**src/rtl/ppi_control_unit.sv**
```systemverilog
// Control and sequencing for the PPI port slices: bus-cycle decode, control word,
// output latches, port C bit set/reset and per-slice direction/enable generation.
module ppi_control_unit #(
   parameter logic [7:0] CTRL_RESET = 8'h9B
) (
   input  logic       clk,
   input  logic       rst_n,
   input  logic       cs_n,
   input  logic       rd_n,
   input  logic       wr_n,
   input  logic [1:0] addr,
   input  logic [7:0] din,
   output logic [7:0] ctrl_word,
   output logic       mode_a,
   output logic       mode_b,
   output logic       mode_cu,
   output logic       mode_cl,
   output logic       en_a,
   output logic       en_b,
   output logic       en_c,
   output logic [7:0] out_a,
   output logic [7:0] out_b,
   output logic [7:0] out_c,
   output logic       wr_ack,
   output logic       mode_err
);

   typedef enum logic [1:0] {S_IDLE, S_READ, S_WRITE, S_COMMIT} state_t;

   state_t      state_q, state_d;
   logic        cs_q, rd_q, wr_q;
   logic [1:0]  addr_q;
   logic [7:0]  din_q;
   logic [1:0]  rd_addr_q, rd_addr_d;
   logic [1:0]  wr_addr_q, wr_addr_d;
   logic [7:0]  wr_data_q, wr_data_d;
   logic [7:0]  ctrl_q, ctrl_d;
   logic [7:0]  out_a_q, out_a_d;
   logic [7:0]  out_b_q, out_b_d;
   logic [7:0]  out_c_q, out_c_d;
   logic        err_q, err_d;
   logic        commit;

   // Bus strobes are registered once; every decision below uses these copies.
   // NOTE: sequential state uses <= so all registers see pre-edge values.
   always_ff @(posedge clk) begin
      if (!rst_n) begin
         cs_q   <= 1'b1;
         rd_q   <= 1'b1;
         wr_q   <= 1'b1;
         addr_q <= 2'd0;
         din_q  <= 8'd0;
      end else begin
         cs_q   <= cs_n;
         rd_q   <= rd_n;
         wr_q   <= wr_n;
         addr_q <= addr;
         din_q  <= din;
      end
   end

   always_ff @(posedge clk) begin
      if (!rst_n) state_q <= S_IDLE;
      else        state_q <= state_d;
   end

   // NOTE: every always_comb output gets a default first so no latch is inferred.
   always_comb begin
      state_d = state_q;
      case (state_q)
         S_IDLE: begin
            if (!cs_q && !rd_q && wr_q && addr_q != 2'd3) state_d = S_READ;
            else if (!cs_q && !wr_q && rd_q)              state_d = S_WRITE;
         end
         S_READ:   if (rd_q || cs_q)           state_d = S_IDLE;
         S_WRITE:  if (rd_q && (wr_q || cs_q)) state_d = S_COMMIT;
         S_COMMIT: state_d = S_IDLE;
         default:  state_d = S_IDLE;
      endcase
   end

   always_comb begin
      wr_ack = (state_q == S_COMMIT);
      en_a   = (state_q == S_READ) && (rd_addr_q == 2'd0) && mode_a;
      en_b   = (state_q == S_READ) && (rd_addr_q == 2'd1) && mode_b;
      en_c   = (state_q == S_READ) && (rd_addr_q == 2'd2) && (mode_cu || mode_cl);
   end

   // Write effects land on the edge entering COMMIT, so they are visible with wr_ack.
   assign commit = (state_q == S_WRITE) && (state_d == S_COMMIT);

   always_comb begin
      rd_addr_d = rd_addr_q;
      wr_addr_d = wr_addr_q;
      wr_data_d = wr_data_q;
      ctrl_d    = ctrl_q;
      out_a_d   = out_a_q;
      out_b_d   = out_b_q;
      out_c_d   = out_c_q;
      err_d     = err_q;
      if (state_q == S_IDLE && state_d == S_READ) rd_addr_d = addr_q;
      if (state_d == S_WRITE) begin
         wr_addr_d = addr_q;
         wr_data_d = din_q;
      end
      if (commit) begin
         case (wr_addr_q)
            2'd0: if (!ctrl_q[4]) out_a_d = wr_data_q;
            2'd1: if (!ctrl_q[1]) out_b_d = wr_data_q;
            2'd2: begin
               if (!ctrl_q[3]) out_c_d[7:4] = wr_data_q[7:4];
               if (!ctrl_q[0]) out_c_d[3:0] = wr_data_q[3:0];
            end
            default: begin
               if (wr_data_q[7]) begin
                  ctrl_d  = wr_data_q;
                  out_a_d = 8'd0;
                  out_b_d = 8'd0;
                  out_c_d = 8'd0;
                  if (wr_data_q[6:5] != 2'd0 || wr_data_q[2]) err_d = 1'b1;
               end else begin
                  // Bit set/reset ignores the direction of port C.
                  out_c_d[wr_data_q[3:1]] = wr_data_q[0];
               end
            end
         endcase
      end
   end

   always_ff @(posedge clk) begin
      if (!rst_n) begin
         rd_addr_q <= 2'd0;
         wr_addr_q <= 2'd0;
         wr_data_q <= 8'd0;
         ctrl_q    <= CTRL_RESET;
         out_a_q   <= 8'd0;
         out_b_q   <= 8'd0;
         out_c_q   <= 8'd0;
         err_q     <= 1'b0;
      end else begin
         rd_addr_q <= rd_addr_d;
         wr_addr_q <= wr_addr_d;
         wr_data_q <= wr_data_d;
         ctrl_q    <= ctrl_d;
         out_a_q   <= out_a_d;
         out_b_q   <= out_b_d;
         out_c_q   <= out_c_d;
         err_q     <= err_d;
      end
   end

   assign ctrl_word = ctrl_q;
   assign mode_a    = ctrl_q[4];
   assign mode_cu   = ctrl_q[3];
   assign mode_b    = ctrl_q[1];
   assign mode_cl   = ctrl_q[0];
   assign out_a     = out_a_q;
   assign out_b     = out_b_q;
   assign out_c     = out_c_q;
   assign mode_err  = err_q;

endmodule

```
**config.mk**
```make
export PLATFORM = sky130hd
export DESIGN_NAME = ppi_control_unit
export DESIGN_NICKNAME = d
export VERILOG_FILES = /design/src/rtl/ppi_control_unit.sv
export SDC_FILE = /design/constraint.sdc
export NUM_CORES = 1
export LEC_CHECK = 0
export CAP_MARGIN = 20
export CORE_MARGIN = 2
export CORE_UTILIZATION = 45
export CTS_CLUSTER_DIAMETER = 120
export DETAILED_ROUTE_END_ITERATION = 10
export GPL_ROUTABILITY_DRIVEN = 0
export GPL_TIMING_DRIVEN = 0
export PLACE_DENSITY = 0.69
export SLEW_MARGIN = 20
export SYNTH_ARGS = -nofsm -noshare
export SYNTH_HDL_FRONTEND = slang
export SYNTH_SLANG_ARGS = --single-unit
```
**constraint.sdc**
```tcl
create_clock -name clk -period 3.05 [get_ports clk]
set_input_delay 0.61 -clock clk [delete_from_list [all_inputs] [get_ports clk]]
set_output_delay 0.61 -clock clk [all_outputs]
set_load 0.05 [all_outputs]
```
==> impl_metrics.prom <==
# TYPE chip_impl_metric gauge
chip_impl_metric{name="area.growth.synth_to_final",unit="%"} 33.11
chip_impl_metric{name="grt_max_degree",unit=""} 11
chip_impl_metric{name="ys_seq_elements",unit=""} 59
chip_impl_metric{name="worst_clock_skew",unit="ps"} 4.846
chip_impl_metric{name="post_synth_cell_types",unit=""} 42
chip_impl_info{name="unrepaired_setup_endpoints_after_global_routing",value="false"} 1
chip_impl_info{name="final_cell_mix",value="dfxtp_1, clkdlybuf4s50_1, mux2i_1, nand2_1, nor2b_1"} 1
chip_impl_metric{name="vdd.ir_drop.worst",unit="mV"} 0.3078
chip_impl_info{name="cp-startpoint",value="state_q[0]"} 1
chip_impl_info{name="hp-class",value="register to register"} 1
chip_impl_metric{name="clock.fmax",unit="MHz"} 370.6
chip_impl_metric{name="post_route_clock_period_utilization",unit="%"} 88.47
chip_impl_metric{name="antenna_found_initial",unit=""} 0
chip_impl_metric{name="drtIter0Drc",unit=""} 89
chip_impl_info{name="r2r-end",value="out_b[2]"} 1
chip_impl_info{name="cp-endpoint",value="en_c"} 1
chip_impl_metric{name="period_needed",unit="ps"} 2698
chip_impl_info{name="r2r_start",value="wr_addr_q[0]"} 1
chip_impl_metric{name="power_leakage",unit="nW"} 1.185
chip_impl_info{name="worst_setup_path_end_kind",value="output port"} 1
chip_impl_metric{name="clkPwrFrac",unit="%"} 47.5
chip_impl_metric{name="clock_sinks",unit=""} 59
chip_impl_metric{name="clock_path_buffers",unit=""} 2
chip_impl_metric{name="cts-hold-fix-buffers",unit=""} 0
chip_impl_metric{name="groute.usage.overall",unit="%"} 20.34
chip_impl_metric{name="cts_post_setup_buffers_inserted",unit=""} 0
chip_impl_metric{name="cts_htree_levels",unit=""} 3
chip_impl_metric{name="floorplan.initialDensity",unit="%"} 46.60
chip_impl_metric{name="power_share_of_the_sequential_group",unit="%"} 47.8
chip_impl_metric{name="detail_route.first_pass.iterations",unit=""} 4
chip_impl_metric{name="switching_share",unit="%"} 21.31
chip_impl_metric{name="syn-num-nets",unit=""} 289
chip_impl_metric{name="post_drt_via_cell_ratio",unit=""} 5.131
chip_impl_metric{name="synthDominantCellAreaShare",unit="%"} 46.03
chip_impl_metric{name="post_synth_instance_area",unit="µm²"} 2566
chip_impl_metric{name="timing.setup.tns",unit="ps"} 0
chip_impl_metric{name="hold_viol_final",unit=""} 0
chip_impl_metric{name="layout_utilization",unit="%"} 62.03
chip_impl_metric{name="fin_nets",unit=""} 354
chip_impl_metric{name="timing.reg2reg.setup_slack",unit="ps"} 1180
chip_impl_metric{name="first_global_vias",unit=""} 1928
chip_impl_metric{name="cts_inserted_buffers",unit=""} 9
chip_impl_metric{name="timing.slew.headroom",unit="%"} 58.75
chip_impl_metric{name="setup_viol",unit=""} 0
chip_impl_metric{name="crit_fanout",unit=""} 8
chip_impl_metric{name="placement_rows",unit=""} 27
chip_impl_metric{name="post_synth_inst_count",unit=""} 270
chip_impl_metric{name="grt_overflow",unit=""} 0
chip_impl_metric{name="route.detailed.drc",unit=""} 0
chip_impl_metric{name="comb_power_share",unit="%"} 4.7
chip_impl_metric{name="cts_resized",unit=""} 0
chip_impl_info{name="combinational_family_with_the_most_area_after_synthesis",value="simple AND/OR/NAND/NOR gates"} 1
chip_impl_metric{name="final-max-slew-violation-count",unit=""} 0
chip_impl_metric{name="power.switching",unit="µW"} 353.3
chip_impl_metric{name="design_power_total",unit="mW"} 1.658
chip_impl_metric{name="cap_viol_max_count",unit=""} 0
chip_impl_metric{name="wirelength",unit="µm"} 5898
chip_impl_metric{name="synth-edff-count",unit=""} 0
chip_impl_info{name="root_buffer",value="clkbuf_8"} 1
chip_impl_metric{name="r2r.worst_path.cells",unit=""} 7
chip_impl_metric{name="power_density",unit="nW/µm²"} 485.4
chip_impl_metric{name="post_drt_wl_per_cell",unit="µm"} 14.32
chip_impl_metric{name="n_antenna_cell",unit=""} 0
chip_impl_metric{name="design.die.area",unit="µm²"} 6323
chip_impl_info{name="yosys-top-cells-area",value="dfxtp_1, mux2i_1, nor2b_1"} 1
chip_impl_metric{name="worstPathRequired",unit="ps"} 2440
chip_impl_metric{name="dieHeight",unit="µm"} 79.52
chip_impl_metric{name="yosys.area_share.simple",unit="%"} 23.16
chip_impl_metric{name="synth_mux_area_share",unit="%"} 9.410
chip_impl_metric{name="placeableCoreArea",unit="µm²"} 5507
chip_impl_metric{name="area_fraction_in_compound_gates_after_synthesis",unit="%"} 13.94
chip_impl_info{name="synth_area_leader_cell",value="dfxtp_1"} 1
chip_impl_metric{name="dp.final_hpwl",unit="µm"} 4125
chip_impl_metric{name="die_x",unit="µm"} 79.52
chip_impl_metric{name="yosysWarnings",unit=""} 0
chip_impl_info{name="kind_of_critical_path",value="register to output port"} 1
chip_impl_metric{name="port-buffer-count",unit=""} 54
chip_impl_metric{name="cp.arrival",unit="ps"} 2090
chip_impl_metric{name="clock_latency",unit="ps"} 330
chip_impl_metric{name="worst_setup_hold_path_clk_slew",unit="ps"} 70
chip_impl_metric{name="grt_pass1_wl",unit="µm"} 9687
chip_impl_metric{name="synthAdderAreaFrac",unit="%"} 1.950
chip_impl_metric{name="vias",unit=""} 2114
chip_impl_metric{name="synth_async_sr_flop_share",unit="%"} 0
chip_impl_info{name="layout_commonest_cell",value="dfxtp_1"} 1
chip_impl_metric{name="synth_seq_area_share",unit="%"} 46.03
chip_impl_metric{name="synth_area_per_inst",unit="µm²"} 9.504
chip_impl_metric{name="postRouteAntennaNets",unit=""} 0
chip_impl_info{name="tritoncts",value="yes"} 1
chip_impl_info{name="synth_ff_type",value="dfxtp_1"} 1
chip_impl_metric{name="intPower",unit="mW"} 1.305
chip_impl_info{name="outcome",value="finished clean"} 1
chip_impl_metric{name="number_of_ports_placed_on_the_die_boundary",unit=""} 56
chip_impl_metric{name="worst_slew_pin_tran",unit="ps"} 617.4
chip_impl_info{name="timing.critical_path.from_type",value="register"} 1
chip_impl_metric{name="share_of_the_synthesized_netlist_area_taken_by_xor_and_xnor_gates",unit="%"} 0
chip_impl_metric{name="final_layout_size_suffix_gt1_share",unit="%"} 7.941
## power groups by stage
| stage | combinational, mW | clock, mW | sequential (mW) |
|---|---|---|---|
| floorplan | 0.0471 | 0 | 0.806 |
| global placement | 0.0773 | 0 | 0.810 |
| detailed placement | 0.0777 | 0 | 0.810 |
| CTS | 0.0779 | 0.796 | 0.793 |
| global route | 0.0845 | 0.841 | 0.795 |
| finish | 0.0771 | 0.788 | 0.793 |
## kinds of logic (layout without fill, tap and decap cells)
family / count (synthesis) / after routing
adder cells (fa/ha/maj): 4 / 4
AO/OA/AOI/OAI: 49 / 49
flip-flops: 59 / 59
buffers and inverters: 28 / 98
other: 1 / 1
AND/OR/NAND/NOR: 105 / 105
multiplexers: 24 / 24
## worst min-delay path by stage
stage	slack (ps)	end	start	cells past startpoint
after floorplan	460	wr_data_q[0]	din_q[0]	2
after global placement	440	out_c[7]	out_c[7]	2
after detailed placement	450	out_c[2]	out_c[2]	2
after CTS	460	out_c[6]	out_c[6]	2
after global routing	470	out_c[6]	out_c[6]	2
final	460	out_c[6]	out_c[6]	2
## cells in the mapped netlist, types with 3 or more instances
| cell type | instances |
|---|---|
| or3b_1 | 3 |
| nand2b_1 | 14 |
| dfxtp_1 | 59 |
| buf_4 | 6 |
| nor3_1 | 3 |
| o211ai_1 | 3 |
| and2_1 | 13 |
| a21boi_1 | 9 |
| a22o_1 | 8 |
| ha_1 | 4 |
| clkbuf_1 | 11 |
| nor2b_1 | 17 |
| nor2_1 | 8 |
| a21oi_1 | 9 |
| nand3_1 | 14 |
| o21a_1 | 4 |
| nand2_1 | 22 |
| mux2i_1 | 23 |
| inv_1 | 8 |
## critical path, stage by stage (launching register included)
cell and delay [ps]:
dfxtp_1 470, nand2_1 170, nor4b_1 270, clkdlybuf4s50_1 850
## per-layer routing
layer  wire length (µm)  vias up  share of wire (%)  global-route usage (%)
li1                   -     1058                  -                       -
met1               2818      984                 48                   28.37
met2               2706       56                 46                   30.25
met3                221       16                3.7                   3.054
met4                152        0                2.6                   10.86
met5                  0        -                  0                       0
## stage by stage
stage	hold slack, ps	worst slack [ps]	cell area [µm²]	cells
2_1_floorplan	462.6	10.37	2566	270
3_3_place_gp	442.6	579.2	3197	396
3_5_place_dp	447.0	605.7	3197	396
4_1_cts	459.8	331.0	3416	412
5_1_grt	473.0	226.8	3416	412
6_report	456.7	351.6	3416	412
## state kept, by name, summed over array words and instances, names as in the netlist
register,count
out_b,8
ctrl_word,7
wr_addr_q,2
rd_addr_q,2
wr_q,1
cs_q,1
state_q,2
out_c,8
wr_data_q,8
din_q,8
addr_q,2
mode_err,1
rd_q,1
out_a,8
## cell type report
type / count / area, µm²
Fill cell: 476 / 2091
Multi-Input combinational cell: 183 / 1247
Sequential cell: 59 / 1181
Timing Repair Buffer: 54 / 540.5
Clock buffer: 12 / 145.1
Buffer: 20 / 107.6
Tap cell: 72 / 90.09
Clock inverter: 4 / 73.82
Inverter: 8 / 30.03
(Power assumes the default switching activity.)
